`src/rtl/rob_pkg.sv`:
```
// Shared reorder-buffer types: the per-entry record, the default-depth tag
// type and the entry value loaded on reset.
package rob_pkg;

  localparam int ROB_RD_W      = 5;
  localparam int ROB_VALUE_W   = 64;
  localparam int ROB_DEPTH_DEF = 8;

  typedef logic [$clog2(ROB_DEPTH_DEF)-1:0] rob_tag_t;

  typedef struct packed {
    logic                   valid;
    logic                   done;
    logic                   has_rd;
    logic [ROB_RD_W-1:0]    rd;
    logic [ROB_VALUE_W-1:0] value;
    logic                   mispredict;
  } rob_entry_t;

  localparam rob_entry_t ROB_ENTRY_RST = '0;

endpackage

```
`src/rtl/rob_commit_select.sv`:
```
// Picks the contiguous run of committable entries at the head of the buffer,
// ending the run after the first mispredicted branch, and forms the lanes.
module rob_commit_select
  import rob_pkg::*;
#(
  parameter int COMMIT_WIDTH = 2
) (
  input  rob_entry_t [COMMIT_WIDTH-1:0]                  window,
  output logic       [COMMIT_WIDTH-1:0]                  mask,
  output logic       [COMMIT_WIDTH-1:0]                  lane_has_rd,
  output logic       [COMMIT_WIDTH-1:0][ROB_RD_W-1:0]    lane_rd,
  output logic       [COMMIT_WIDTH-1:0][ROB_VALUE_W-1:0] lane_value,
  output logic                                           flush
);

  logic run;

  always_comb begin
    run         = 1'b1;
    mask        = '0;
    lane_has_rd = '0;
    lane_rd     = '0;
    lane_value  = '0;
    flush       = 1'b0;
    for (int k = 0; k < COMMIT_WIDTH; k++) begin
      if (run && window[k].valid && window[k].done) begin
        mask[k]        = 1'b1;
        lane_has_rd[k] = window[k].has_rd;
        lane_rd[k]     = window[k].rd;
        lane_value[k]  = window[k].value;
        // Nothing younger than a mispredicted branch may retire.
        if (window[k].mispredict) begin
          flush = 1'b1;
          run   = 1'b0;
        end
      end else begin
        run = 1'b0;
      end
    end
  end

endmodule

```
`src/rtl/reorder_buffer.sv`:
```
// In-order retirement buffer: allocates in program order, takes writebacks
// out of order, commits up to COMMIT_WIDTH per cycle and flushes on mispredict.
// Define ROB_BYPASS_EN to let a same-cycle writeback commit immediately.
module reorder_buffer
  import rob_pkg::*;
#(
  parameter int DATA_WIDTH   = 64,
  parameter int DEPTH        = 8,
  parameter int MULTI_ISSUE  = 2,
  parameter int COMMIT_WIDTH = 2,
  parameter int WB_PORTS     = 1
) (
  input  logic                                           clk,
  input  logic                                           rst,
  input  logic [MULTI_ISSUE-1:0]                         alloc_req_i,
  input  logic [MULTI_ISSUE-1:0]                         alloc_has_rd_i,
  input  logic [MULTI_ISSUE-1:0][4:0]                    alloc_rd_i,
  output logic [$clog2(MULTI_ISSUE):0]                   alloc_cnt_o,
  output logic [MULTI_ISSUE-1:0][$clog2(DEPTH)-1:0]      alloc_tag_o,
  input  logic [WB_PORTS-1:0]                            wb_valid_i,
  input  logic [WB_PORTS-1:0][$clog2(DEPTH)-1:0]         wb_tag_i,
  input  logic [WB_PORTS-1:0][DATA_WIDTH-1:0]            wb_value_i,
  input  logic [WB_PORTS-1:0]                            wb_mispredict_i,
  output logic [COMMIT_WIDTH-1:0]                        commit_valid_o,
  output logic [COMMIT_WIDTH-1:0]                        commit_has_rd_o,
  output logic [COMMIT_WIDTH-1:0][4:0]                   commit_rd_o,
  output logic [COMMIT_WIDTH-1:0][DATA_WIDTH-1:0]        commit_value_o,
  output logic                                           flush_o,
  output logic [$clog2(DEPTH):0]                         count_o,
  output logic                                           empty_o
);

  localparam int TAG_W  = $clog2(DEPTH);
  localparam int CNT_W  = TAG_W + 1;
  localparam int ACNT_W = $clog2(MULTI_ISSUE) + 1;

  rob_entry_t entries     [DEPTH];
  rob_entry_t entries_nxt [DEPTH];

  logic [TAG_W-1:0] head, head_nxt;
  logic [TAG_W-1:0] tail, tail_nxt;
  logic [CNT_W-1:0] count, count_nxt;
  logic [CNT_W-1:0] free_slots;
  logic [CNT_W-1:0] ncommit;

  logic [DEPTH-1:0]                  wb_ok;
  logic [DEPTH-1:0][ROB_VALUE_W-1:0] wb_val;
  logic [DEPTH-1:0]                  wb_mp;

  rob_entry_t [COMMIT_WIDTH-1:0]                  window;
  logic       [COMMIT_WIDTH-1:0]                  commit_mask;
  logic       [COMMIT_WIDTH-1:0]                  lane_has_rd;
  logic       [COMMIT_WIDTH-1:0][ROB_RD_W-1:0]    lane_rd;
  logic       [COMMIT_WIDTH-1:0][ROB_VALUE_W-1:0] lane_value;
  logic                                           commit_flush;

  logic [MULTI_ISSUE-1:0] accept;
  logic [ACNT_W-1:0]      acnt;
  logic                   alloc_run;

  // Writeback resolution per entry; ports are scanned high to low so the
  // lowest-indexed port naming a tag is the one that lands.
  always_comb begin
    wb_ok  = '0;
    wb_val = '0;
    wb_mp  = '0;
    for (int j = 0; j < DEPTH; j++) begin
      for (int p = WB_PORTS - 1; p >= 0; p--) begin
        if (wb_valid_i[p] && wb_tag_i[p] == TAG_W'(j)) begin
          wb_ok[j]  = entries[j].valid && !entries[j].done;
          wb_val[j] = ROB_VALUE_W'(wb_value_i[p]);
          wb_mp[j]  = wb_mispredict_i[p];
        end
      end
    end
  end

  always_comb begin
    for (int k = 0; k < COMMIT_WIDTH; k++) begin
      window[k] = entries[head + TAG_W'(k)];
`ifdef ROB_BYPASS_EN
      if (wb_ok[head + TAG_W'(k)]) begin
        window[k].done       = 1'b1;
        window[k].value      = wb_val[head + TAG_W'(k)];
        window[k].mispredict = wb_mp[head + TAG_W'(k)];
      end
`endif
    end
  end

  rob_commit_select #(
    .COMMIT_WIDTH(COMMIT_WIDTH)
  ) u_commit_select (
    .window      (window),
    .mask        (commit_mask),
    .lane_has_rd (lane_has_rd),
    .lane_rd     (lane_rd),
    .lane_value  (lane_value),
    .flush       (commit_flush)
  );

  always_comb begin
    ncommit = '0;
    for (int k = 0; k < COMMIT_WIDTH; k++) begin
      ncommit = ncommit + CNT_W'(commit_mask[k]);
    end
  end

  // Allocation sees only the registered occupancy, never this cycle's frees.
  assign free_slots = CNT_W'(DEPTH) - count;

  always_comb begin
    alloc_run = !rst && !commit_flush;
    accept    = '0;
    acnt      = '0;
    for (int i = 0; i < MULTI_ISSUE; i++) begin
      if (alloc_run && alloc_req_i[i] && (i < int'(free_slots))) begin
        accept[i] = 1'b1;
        acnt      = acnt + ACNT_W'(1);
      end else begin
        alloc_run = 1'b0;
      end
    end
  end

  always_comb begin
    entries_nxt = entries;
    for (int j = 0; j < DEPTH; j++) begin
      if (wb_ok[j] && !commit_flush) begin
        entries_nxt[j].done       = 1'b1;
        entries_nxt[j].value      = wb_val[j];
        entries_nxt[j].mispredict = wb_mp[j];
      end
    end
    for (int i = 0; i < MULTI_ISSUE; i++) begin
      if (accept[i]) begin
        entries_nxt[tail + TAG_W'(i)].valid      = 1'b1;
        entries_nxt[tail + TAG_W'(i)].done       = 1'b0;
        entries_nxt[tail + TAG_W'(i)].has_rd     = alloc_has_rd_i[i];
        entries_nxt[tail + TAG_W'(i)].rd         = alloc_rd_i[i];
        entries_nxt[tail + TAG_W'(i)].mispredict = 1'b0;
      end
    end
    for (int k = 0; k < COMMIT_WIDTH; k++) begin
      if (commit_mask[k]) begin
        entries_nxt[head + TAG_W'(k)].valid = 1'b0;
        entries_nxt[head + TAG_W'(k)].done  = 1'b0;
      end
    end
    if (commit_flush) begin
      for (int j = 0; j < DEPTH; j++) begin
        entries_nxt[j].valid = 1'b0;
        entries_nxt[j].done  = 1'b0;
      end
    end
    head_nxt  = head + TAG_W'(ncommit);
    tail_nxt  = commit_flush ? head_nxt : tail + TAG_W'(acnt);
    count_nxt = commit_flush ? '0 : count + CNT_W'(acnt) - ncommit;
  end

  always_ff @(posedge clk) begin
    if (rst) begin
      head  <= '0;
      tail  <= '0;
      count <= '0;
      for (int j = 0; j < DEPTH; j++) begin
        entries[j] <= ROB_ENTRY_RST;
      end
    end else begin
      head    <= head_nxt;
      tail    <= tail_nxt;
      count   <= count_nxt;
      entries <= entries_nxt;
    end
  end

  always_comb begin
    alloc_cnt_o     = acnt;
    commit_valid_o  = '0;
    commit_has_rd_o = '0;
    commit_rd_o     = '0;
    commit_value_o  = '0;
    flush_o         = 1'b0;
    for (int i = 0; i < MULTI_ISSUE; i++) begin
      alloc_tag_o[i] = rst ? '0 : tail + TAG_W'(i);
    end
    if (!rst) begin
      commit_valid_o  = commit_mask;
      commit_has_rd_o = lane_has_rd;
      commit_rd_o     = lane_rd;
      flush_o         = commit_flush;
      for (int k = 0; k < COMMIT_WIDTH; k++) begin
        commit_value_o[k] = lane_value[k][DATA_WIDTH-1:0];
      end
    end
  end

  assign count_o = count;
  assign empty_o = (count == '0);

endmodule
```
`config.mk`:
```
export PLATFORM = sky130hd
export DESIGN_NAME = reorder_buffer
export DESIGN_NICKNAME = d
export VERILOG_FILES = /design/src/rtl/rob_pkg.sv /design/src/rtl/rob_commit_select.sv /design/src/rtl/reorder_buffer.sv
export SDC_FILE = /design/constraint.sdc
export NUM_CORES = 2
export LEC_CHECK = 0
export CELL_PAD_IN_SITES_DETAIL_PLACEMENT = 1
export CELL_PAD_IN_SITES_GLOBAL_PLACEMENT = 1
export CORE_MARGIN = 2
export CORE_UTILIZATION = 46
export DETAILED_ROUTE_END_ITERATION = 12
export PLACE_DENSITY = 0.87
export RECOVER_POWER = 50
export SYNTH_ARGS = -nofsm -noshare
export SYNTH_HDL_FRONTEND = slang
export SYNTH_SLANG_ARGS = --single-unit
```
`constraint.sdc`:
```
create_clock -name clk -period 5.27 [get_ports clk]
set_clock_uncertainty 0.05 [all_clocks]
set_input_delay 0.7905 -clock clk [delete_from_list [all_inputs] [get_ports clk]]
set_output_delay 0.7905 -clock clk [all_outputs]
set_load 0.005 [all_outputs]
```
==> flow_summary.json <==
{
  "ys_seq_area_frac": 0.3964,
  "synth-xor-area-share": 0.002336,
  "ff2ff_path_depth": 10,
  "synth_top_family_by_area": "multiplexers",
  "muxShareOfSynthArea": 0.2401,
  "status": "finished with violations",
  "die_h_um": 259.4,
  "regArea_mm2": 0.01190,
  "max_freq_ghz": 0.1934,
  "syn_inst": 3249,
  "yosysTopAreaCell": "dfxtp_1",
  "r2r-start": "head[0]",
  "worst_setup_path_start_kind": "register",
  "first_global_vias": 30440,
  "grt_pass1_wl_um": 184700,
  "gr-total-overflow": 0,
  "drive_gt1_frac": 0.09173,
  "multiInputGateArea_mm2": 0.01633,
  "maxCapViolCount": 9,
  "dp.cells": 4068,
  "regToRegSetupSlack_ns": 0.21,
  "holdCritStartpoint": "entries[504]",
  "fin_cells": 4188,
  "path_clk_slew_ns": 0.06,
  "finalNetCount": 3384,
  "synth_compound_area_frac": 0.1430,
  "core_mm2": 0.06446,
  "slew_headroom": -0.3361,
  "cp_top_family": "buffers and inverters",
  "htree_levels": 3,
  "wl_per_cell_um": 29.22,
  "synth-adder-area-share": 0.008092,
  "critPathBufInv": 2,
  "port_buffers": 240,
  "cp.required_ns": 4.43,
  "syn_area_mm2": 0.03000,
  "drt_pre_antenna_iters": 8,
  "antenna_found_initial": 11,
  "setup_violations": 0,
  "postSynthAreaPerCell_um2": 9.232,
  "rsz0062_at_grt": "no",
  "violations": "capacitance limit, slew limit",
  "cts_sinks": 594,
  "crit_chain": "ha_4 > xnor2_2 > buf_12 > nand2_1 > o221ai_1 > a211oi_1 > clkdlybuf4s50_1",
  "yosys_warnings": 0,
  "dieArea_mm2": 0.06727,
  "p_leak_nw": 12.06,
  "fin_tns_setup_ns": 0,
  "min_delay_path_depth": 2,
  "grt_usage": 0.3537,
  "fin_crit_sh": 0.9812,
  "vias": 28500,
  "hp-class": "reg2reg",
  "synth.area.top_cells": "dfxtp_1 40%, mux2i_1 19%, nor2_1 8.5%",
  "synth-edff-count": 0,
  "arrival_ns": 4.33,
  "cts_made_buffers": 67,
  "clk_latency_ns": 0.62,
  "io_pins": 241,
  "ys_seq_elements": 594,
  "grt_max_degree": 108,
  "synth_top_area_frac": 0.3964,
  "yosysUniqueCellTypes": 64,
  "detail-route-antenna-nets": 0,
  "post-synth-top-count-cell": "nor2_1",
  "dp_hpwl_um": 72590,
  "start_util": 0.4653,
  "cts-root-buf": "clkbuf_16",
  "hold_end": "entries[504]",
  "async_flop_share": 0,
  "path_max_fanout": 32,
  "p_per_area_mw_per_mm2": 292.6,
  "drt-total-wl_um": 122400,
  "ys.flop_type": "dfxtp_1",
  "hold_violations": 0,
  "worst-setup-path-type": "reg2out",
  "cp-end-kind": "output port",
  "tritoncts": "yes",
  "syn_nets": 3351,
  "areaGrowthSynthToFinish_pct": 15.93,
  "fill_cells": 7165,
  "clk_path_buf_depth": 3,
  "synth_simple_gate_area_frac": 0.1482,
  "post-cts-setup-buffers": 0,
  "drc": 0,
  "avgViaCountPerCell": 6.805,
  "place.gp.congestion": 0.8770,
  "cpPeakStageDelay_ns": 0.73,
  "slowest_stage": "nand2_1",
  "peakVddDrop_v": 0.0002314,
  "drt_iter0_drc": 3291,
  "synth_commonest_cells": "676 x nor2_1, 594 x dfxtp_1, 570 x mux2i_1, 257 x o22ai_1, 245 x clkbuf_1",
  "worst_pin_slew_ns": 2.004,
  "die_width_um": 259.4,
  "slew_viol_final": 255,
  "rows": 93,
  "post-route-min-period_ns": 5.171
}
cell families (layout without fill, tap and decap cells):
kind of cell	count (synthesis)	in the layout
other	0	8
AND/OR/NAND/NOR	1004	1004
adder cells (fa/ha/maj)	17	17
flip-flops	594	594
buffers and inverters	383	459
multiplexers	648	648
XOR/XNOR	8	8
AO/OA/AOI/OAI	595	595
worst min-delay path: stages (launching register included):
cell	delay [ns]
dfxtp_1	0.32
nand2_1	0.06
a31oi_1	0.08
worst max path at each step:
stage | endpoint | from | depth (start not counted) | slack (ns)
2_1_floorplan | count_o[3] | head[1] | 20 | 1.21
3_3_place_gp | commit_value_o[122] | head[1] | 9 | 0.81
3_5_place_dp | count_o[3] | head[1] | 16 | 0.72
4_1_cts | commit_value_o[122] | head[1] | 9 | 0.07
5_1_grt | commit_value_o[101] | head[0] | 9 | 0.03
6_report | commit_value_o[101] | head[0] | 7 | 0.1
power breakdown:
part | switching [mW] | internal, mW | total [mW]
Combinational | 0.461 | 0.320 | 0.780
Sequential | 0.0765 | 4.56 | 4.63
Clock | 1.96 | 2.80 | 4.76
cell usage in the layout, fill, tap and decap left out, drive strengths merged, types with 17 or more instances in the layout:
master	synthesis	layout
a21oi	38	38
inv	19	22
nand3	17	17
o221ai	82	82
or4	27	27
nor3	42	42
nor2	676	676
clkdlybuf4s50	0	228
mux2i	570	570
nor4	61	61
clkbuf	249	105
o21ai	18	18
nand2	104	104
a211oi	65	65
o22ai	257	257
mux4	55	55
nor2b	26	26
dfxtp	594	594
buf	113	76
o22a	71	71
mux2	23	23
repair_timing:
item | 4_1_cts | 5_1_grt
resized for setup | 0 | 4
hold buffers | 0 | 0
setup endpoints to repair | 0 | 8
cell type report:
cell class,count,share of cell area
sequential,594,0.3421
antenna,8,0.0005757
clock buffer,94,0.05580
clock inverter,18,0.006476
timing repair buffer,326,0.09239
tap,855,0.03076
multi-input combinational,2272,0.4696
inverter,21,0.002267
metal layers:
metal,routed length [um],part of all wire,vias up,track usage
met4,7770,0.063,10,0.2208
li1,-,-,11910,-
met5,80,0.00065,-,0
met3,12190,0.10,589,0.09119
met1,46300,0.38,14190,0.4224
met2,56030,0.46,1798,0.5685
per-stage QoR:
stage / setup slack, ns / hold WS [ns] / cell area (um^2) / power, mW / utilization
2_1_floorplan: 1.214 / 0.4074 / 30000 / 5.211 / -
3_3_place_gp: 0.8118 / 0.4332 / 32750 / 5.464 / 0.5080
3_5_place_dp: 0.7200 / 0.4456 / 32750 / 5.508 / 0.5080
4_1_cts: 0.07042 / 0.4355 / 34910 / 10.20 / 0.5416
5_1_grt: 0.03411 / 0.4760 / 34770 / 10.43 / 0.5393
6_report: 0.09897 / 0.4548 / 34780 / 10.18 / 0.5395
(Power assumes the default switching activity.)
